==> src/rtl/isa_io_target.sv <==
// ISA I/O-space target: 16-byte window at BASE_ADDR.
// Host writes queue into a FIFO; host reads return a local register file.
module isa_io_target #(
    parameter logic [15:0] BASE_ADDR   = 16'h0220,
    parameter int          FIFO_DEPTH  = 8,
    parameter int          SYNC_STAGES = 2
) (
    input  logic                          clk,
    input  logic                          reset,
    input  logic [15:0]                   isa_addr,
    input  logic [15:0]                   isa_data_in,
    output logic [15:0]                   isa_data_out,
    output logic                          isa_data_oe,
    input  logic                          isa_iow_n,
    input  logic                          isa_ior_n,
    output logic                          wr_valid,
    input  logic                          wr_ready,
    output logic [3:0]                    wr_addr,
    output logic [7:0]                    wr_data,
    output logic [$clog2(FIFO_DEPTH):0]   wr_count,
    input  logic                          rf_we,
    input  logic [3:0]                    rf_addr,
    input  logic [7:0]                    rf_wdata,
    output logic                          ovf,
    input  logic                          ovf_clr
);

    localparam int PW = $clog2(FIFO_DEPTH);
    localparam int CW = PW + 1;
    localparam logic [CW-1:0] FULL = CW'(FIFO_DEPTH);

    localparam logic [1:0] S_IDLE  = 2'd0;
    localparam logic [1:0] S_WRITE = 2'd1;
    localparam logic [1:0] S_READ  = 2'd2;

    logic [SYNC_STAGES-1:0] iow_sr, ior_sr, primed_sr;
    logic [15:0]            addr_sr [SYNC_STAGES];
    logic [7:0]             data_sr [SYNC_STAGES];

    logic        sync_iow_n, sync_ior_n, primed, hit;
    logic [15:0] sync_addr;
    logic [7:0]  sync_data;
    logic        unused_data_hi;

    logic [1:0]  state;
    logic        armed_w, armed_r;
    logic [3:0]  hold_addr;
    logic [7:0]  hold_data;
    logic [7:0]  dout;
    logic        go_write, go_read, push_req, push_ok, pop;

    logic [7:0]  rf  [16];
    logic [11:0] mem [FIFO_DEPTH];
    logic [PW-1:0] wptr, rptr;
    logic [CW-1:0] count;

    assign sync_iow_n     = iow_sr[SYNC_STAGES-1];
    assign sync_ior_n     = ior_sr[SYNC_STAGES-1];
    assign sync_addr      = addr_sr[SYNC_STAGES-1];
    assign sync_data      = data_sr[SYNC_STAGES-1];
    assign primed         = &primed_sr;
    assign hit            = (sync_addr[15:4] == BASE_ADDR[15:4]);
    assign unused_data_hi = ^isa_data_in[15:8];

    // A strobe only fires after it was seen high on a fully flushed
    // synchronizer, so a strobe held across reset is ignored.
    assign go_write = (state == S_IDLE) && armed_w && hit
                      && !sync_iow_n && sync_ior_n;
    assign go_read  = (state == S_IDLE) && armed_r && hit
                      && !sync_ior_n && sync_iow_n;
    assign push_req = (state == S_WRITE) && sync_iow_n;
    assign pop      = (count != '0) && wr_ready;
    assign push_ok  = push_req && ((count != FULL) || pop);

    // Synchronize the asynchronous ISA bus into clk.
    always_ff @(posedge clk or posedge reset) begin
        if (reset) begin
            iow_sr    <= '1;
            ior_sr    <= '1;
            primed_sr <= '0;
            for (int i = 0; i < SYNC_STAGES; i++) begin
                addr_sr[i] <= '0;
                data_sr[i] <= '0;
            end
        end else begin
            iow_sr    <= {iow_sr[SYNC_STAGES-2:0], isa_iow_n};
            ior_sr    <= {ior_sr[SYNC_STAGES-2:0], isa_ior_n};
            primed_sr <= {primed_sr[SYNC_STAGES-2:0], 1'b1};
            addr_sr[0] <= isa_addr;
            data_sr[0] <= isa_data_in[7:0];
            for (int i = 1; i < SYNC_STAGES; i++) begin
                addr_sr[i] <= addr_sr[i-1];
                data_sr[i] <= data_sr[i-1];
            end
        end
    end

    // Strobe FSM with re-arm tracking and registered read drive.
    always_ff @(posedge clk or posedge reset) begin
        if (reset) begin
            state     <= S_IDLE;
            armed_w   <= 1'b0;
            armed_r   <= 1'b0;
            hold_addr <= '0;
            hold_data <= '0;
            dout      <= '0;
            isa_data_oe <= 1'b0;
        end else begin
            if (!primed)         armed_w <= 1'b0;
            else if (sync_iow_n) armed_w <= 1'b1;
            else if (go_write)   armed_w <= 1'b0;
            if (!primed)         armed_r <= 1'b0;
            else if (sync_ior_n) armed_r <= 1'b1;
            else if (go_read)    armed_r <= 1'b0;
            case (state)
                S_IDLE: begin
                    if (go_write) begin
                        state     <= S_WRITE;
                        hold_addr <= sync_addr[3:0];
                        hold_data <= sync_data;
                    end else if (go_read) begin
                        state       <= S_READ;
                        isa_data_oe <= 1'b1;
                        dout        <= rf[sync_addr[3:0]];
                    end
                end
                S_WRITE: begin
                    if (sync_iow_n) begin
                        state <= S_IDLE;
                    end else begin
                        hold_addr <= sync_addr[3:0];
                        hold_data <= sync_data;
                    end
                end
                S_READ: begin
                    if (sync_ior_n) begin
                        state       <= S_IDLE;
                        isa_data_oe <= 1'b0;
                        dout        <= '0;
                    end else begin
                        dout <= rf[sync_addr[3:0]];
                    end
                end
                default: state <= S_IDLE;
            endcase
        end
    end

    // Local logic loads the host-visible read registers.
    always_ff @(posedge clk or posedge reset) begin
        if (reset) begin
            for (int i = 0; i < 16; i++) rf[i] <= '0;
        end else if (rf_we) begin
            rf[rf_addr] <= rf_wdata;
        end
    end

    // FIFO storage; contents are don't-care until pushed.
    always_ff @(posedge clk) begin
        if (push_ok) mem[wptr] <= {hold_addr, hold_data};
    end

    // FIFO pointers, occupancy and sticky overflow.
    always_ff @(posedge clk or posedge reset) begin
        if (reset) begin
            wptr  <= '0;
            rptr  <= '0;
            count <= '0;
            ovf   <= 1'b0;
        end else begin
            if (push_ok) wptr <= wptr + 1'b1;
            if (pop)     rptr <= rptr + 1'b1;
            if (push_ok && !pop)      count <= count + 1'b1;
            else if (!push_ok && pop) count <= count - 1'b1;
            if (push_req && !push_ok) ovf <= 1'b1;
            else if (ovf_clr)         ovf <= 1'b0;
        end
    end

    assign isa_data_out = {8'h00, dout};
    assign wr_valid     = (count != '0);
    assign wr_addr      = mem[rptr][11:8];
    assign wr_data      = mem[rptr][7:0];
    assign wr_count     = count;

endmodule

==> config.mk <==
export PLATFORM = sky130hd
export DESIGN_NAME = isa_io_target
export DESIGN_NICKNAME = d
export VERILOG_FILES = /design/src/rtl/isa_io_target.sv
export SDC_FILE = /design/constraint.sdc
export NUM_CORES = 1
export LEC_CHECK = 0
export CORE_ASPECT_RATIO = 1.2
export CORE_UTILIZATION = 63
export DETAILED_ROUTE_END_ITERATION = 7
export PLACE_DENSITY = 0.84
export SYNTH_ARGS = -nofsm -noshare
export SYNTH_HDL_FRONTEND = slang
export SYNTH_SLANG_ARGS = --single-unit
==> constraint.sdc <==
create_clock -name clk -period 20 [get_ports clk]
set_input_delay 5 -clock clk [delete_from_list [all_inputs] [get_ports clk]]
set_output_delay 5 -clock clk [all_outputs]
set_load 0.02 [all_outputs]
==> run_results.csv <==
group,metric,value,unit
synthesis,ys_seq_area_share,66.32,%
sta,holdWs,0.3451,ns
setup_path,critical_path.cell_chain,"mux4_2, mux2_2, clkdlybuf4s50_1",
die,num_rows,56,
clock_network,cts_tree,"done",
clock_network,cts_repair_resize_count,0,
die,fp.dieArea,20540,µm²
routing,detailroute.via_count,6726,
synthesis,synthDominantCellAreaShare,42.57,%
grt,globalRouteTotalUtil,26.03,%
setup_path,critical_path.top_delay_family,"flip-flops",
synthesis,dominantRegCellSynth,"sky130_fd_sc_hd__dfrtp_1",
cells_and_area,multi_input_comb_area,4021,µm²
routing,drt_first_pass_iters,4,
setup_path,timing.critical_path.to_type,"primary output",
die,coreArea,19550,µm²
setup_path,cp-start-kind,"register",
synthesis,simple_gate_area_share_of_the_yosys_netlist,3.640,%
pwr,leakagePower,5.926,nW
synthesis,synth.distinct_cells,43,
clock_network,post_cts_buffers,0,
die,chipWidth,131,µm
hold_path,worstHoldStart,"addr_sr[17]",
hold_path,hold_depth,0,
sta,final_setup_violation_count,0,
setup_path,start_point_of_the_critical_path,"rptr[1]",
place,place_inst,1070,
clock_network,h-tree-depth,1,
routing,drtIter0Drc,490,
synthesis,synth.top_cells.by_count,"sky130_fd_sc_hd__dfrtp_1, sky130_fd_sc_hd__mux2_2, sky130_fd_sc_hd__edfxtp_1, sky130_fd_sc_hd__mux2i_1, sky130_fd_sc_hd__a22oi_1",
cells_and_area,antenna-diode-count,0,
pwr,max-vdd-ir-drop,0.00009115,V
cells_and_area,post-route-cell-area,14410,µm²
synthesis,yosys_warnings,0,
routing,routed_wl,25340,µm
grt,grt_pass1_wl,39590,µm
setup_path,setup.worst_path.class,"reg2out",
clock_network,insertion_delay,0.54,ns
setup_path,worstPathRequired,15.00,ns
clock_network,clkSlewWorstSetupHoldPaths,0.06,ns
sta,worst_slew_pin_slew,1.163,ns
grt,grt.overflow.total,0,
cells_and_area,layoutNonFillerInstCount,1123,
place,preCtsSetupSlack,12.49,ns
setup_path,worstReg2RegStart,"wr_count[0]",
sta,finalMaxSlewViolations,0,
synthesis,ys_top_cells_by_area,"sky130_fd_sc_hd__dfrtp_1, sky130_fd_sc_hd__edfxtp_1, sky130_fd_sc_hd__mux2_2",
setup_path,r2r.worst_path.cells,11,
grt,antenna_violations_before_repair,0,
clock_network,worst_case_clock_buffer_depth,3,
routing,ant_nets_after_route,0,
sta,fin_tns_setup,0,ns
die,die_y,156.8,µm
routing,wl_per_cell,22.56,µm
synthesis,yosys.area.top_type,"sky130_fd_sc_hd__dfrtp_1",
hold_path,min-delay-path-class,"reg2reg",
place,place_area,13490,µm²
setup_path,max_stage_delay,1.11,ns
sta,layout_min_cycle_time,7.938,ns
sta,hold_violations,0,
hold_path,whs_endpoint,"sync_addr[1]",
setup_path,critical_r2r_capture,"wr_count[3]",
place,gp_congestion,0.9151,
sta,max_freq,126.0,MHz
cells_and_area,finalCoreUtilization,73.69,%
clock_network,postCtsHoldBufs,0,
sta,clock_skew,0.009854,ns
synthesis,syn_area_cell,16.36,µm²
setup_path,timing.critical_path.buf_inv,1,
routing,drc,0,
synthesis,synth-compound-area-share,2.864,%
synthesis,synth_enable_flop_cells,96,
setup_path,r2r_slack,17.37,ns
cells_and_area,nNetsFinal,897,
pwr,power_density_over_the_cells,115.1,nW/µm²
clock_network,numCtsBuffers,29,
cells_and_area,number_of_filler_cells_placed_in_the_layout,1126,
setup_path,critical-path-slowest-cell,"sky130_fd_sc_hd__dfrtp_1",
synthesis,synthAdderAreaFrac,0.6564,%
setup_path,crit_arrival,2.94,ns
cells_and_area,area_occupied_by_registers,8346,µm²
sta,setup_ws,12.06,ns
pwr,totalPowerFinal,1.658,mW
status,outcome,"complete, no violations",
place,portBuffers,69,
cells_and_area,drive_gt1_share,29.12,%
synthesis,synthMostInstantiatedCell,"sky130_fd_sc_hd__dfrtp_1",
synthesis,ys_ff_latch,314,
clock_network,clock_sink_count,314,
die,design.portCount,86,
routing,via_per_inst,5.989,
synthesis,synth.cell_area,12580,µm²
die,start_util,64.36,%
job,max-cap-violations,0,
sta,fin_crit_sh,39.69,%
setup_path,critPathMaxFanout,26,
place,dpl.hpwl,16150,µm
synthesis,async_flop_share,69.43,%
synthesis,post_synth_xor_area_fraction,0.5569,%
grt,vias_in_the_first_global_route,7334,
synthesis,dominant_combinational_cell_family_by_area_after_synthesis,"multiplexers",
synthesis,synthMuxAreaShare,23.98,%
clock_network,cts_root_buf,"sky130_fd_sc_hd__clkbuf_16",
cells_and_area,area_overhead_vs_synth,14.51,%
sta,slew-limit-headroom,22.44,%
grt,pin_count_of_the_biggest_net_entering_global_routing,145,
setup_path,critical_path_cell_count,3,
sta,grt_setup_unrepaired,"false",
synthesis,syn-instance-count,769,
logic make-up after synthesis:
kind of cell,after synthesis
AND/OR/NAND/NOR,88
adder cells (fa/ha/maj),6
XOR/XNOR,8
buffers and inverters,51
AO/OA/AOI/OAI,49
other,2
flip-flops,314
multiplexers,251
flip-flops by register name, indices dropped and copies added (netlist names), 2 cells and up:
| name | cells |
|---|---|
| rf | 128 |
| sync_addr | 16 |
| wr_count | 4 |
| state | 2 |
| addr_sr | 16 |
| mem | 96 |
| ior_sr | 2 |
| hold_addr | 4 |
| dout | 8 |
| iow_sr | 2 |
| primed_sr | 2 |
| hold_data | 8 |
| rptr | 3 |
| data_sr | 8 |
| wptr | 3 |
| sync_data | 8 |
layout by cell type (no fill, tap or decap), drive strengths merged, types with 2 or more instances in the layout:
cell type      count
nand2             25
o22ai              8
inv                6
nand3              3
or3                2
nor2b              6
ha                 5
dfrtp            214
a22oi             32
dfstp              4
xnor2              6
conb               9
nor3b              2
a21o               2
nor3               5
mux4              24
edfxtp            96
nand2b            11
nor4b              2
a21oi              2
o21ai              2
buf               10
nor2              22
clkbuf            48
clkinv             3
xor2               2
nand3b             3
clkdlybuf4s50     69
and2               2
mux2i             64
mux2             163
how the worst max path moves through the flow:
stage / to
CTS: wr_addr[1]
detailed placement: wr_count[3]
finish: wr_addr[3]
global placement: wr_count[3]
floorplan: addr_sr[16]
global route: wr_addr[1]
area by class of cell:
type / count / area share, %
Clock inverter: 5 / 0.3735
Tap cell: 261 / 2.267
Multi-Input combinational cell: 411 / 27.91
Sequential cell: 314 / 57.93
Inverter: 5 / 0.1824
Clock buffer: 48 / 6.019
Timing Repair Buffer: 79 / 5.315
power by group:
group	switching [mW]	internal (mW)	total (mW)
Clock	0.223	0.307	0.530
Combinational	0.140	0.192	0.332
Sequential	0.0637	0.732	0.796
Total	0.427	1.23	1.66
per-layer routing:
metal,track usage (%),up-vias,part of all wire [%]
met5,0,-,0
met1,31.50,3532,39
li1,-,2974,-
met4,11.33,0,3.6
met2,46.31,166,54
met3,3.453,54,3.2
worst register-to-register path: stages, from the launching register on:
cell and delay (ns):
sky130_fd_sc_hd__dfrtp_1 0.45, sky130_fd_sc_hd__nor3_1 0.39, sky130_fd_sc_hd__nand3b_1 0.16, sky130_fd_sc_hd__nor3b_2 0.23, sky130_fd_sc_hd__ha_1 0.24, sky130_fd_sc_hd__inv_1 0.12, sky130_fd_sc_hd__ha_1 0.25, sky130_fd_sc_hd__a21o_1 0.18
sky130_fd_sc_hd__a21oi_1 0.17, sky130_fd_sc_hd__xnor2_1 0.13, sky130_fd_sc_hd__nor2_1 0.06, sky130_fd_sc_hd__xor2_1 0.14
Power figures use the tool's default switching activity.
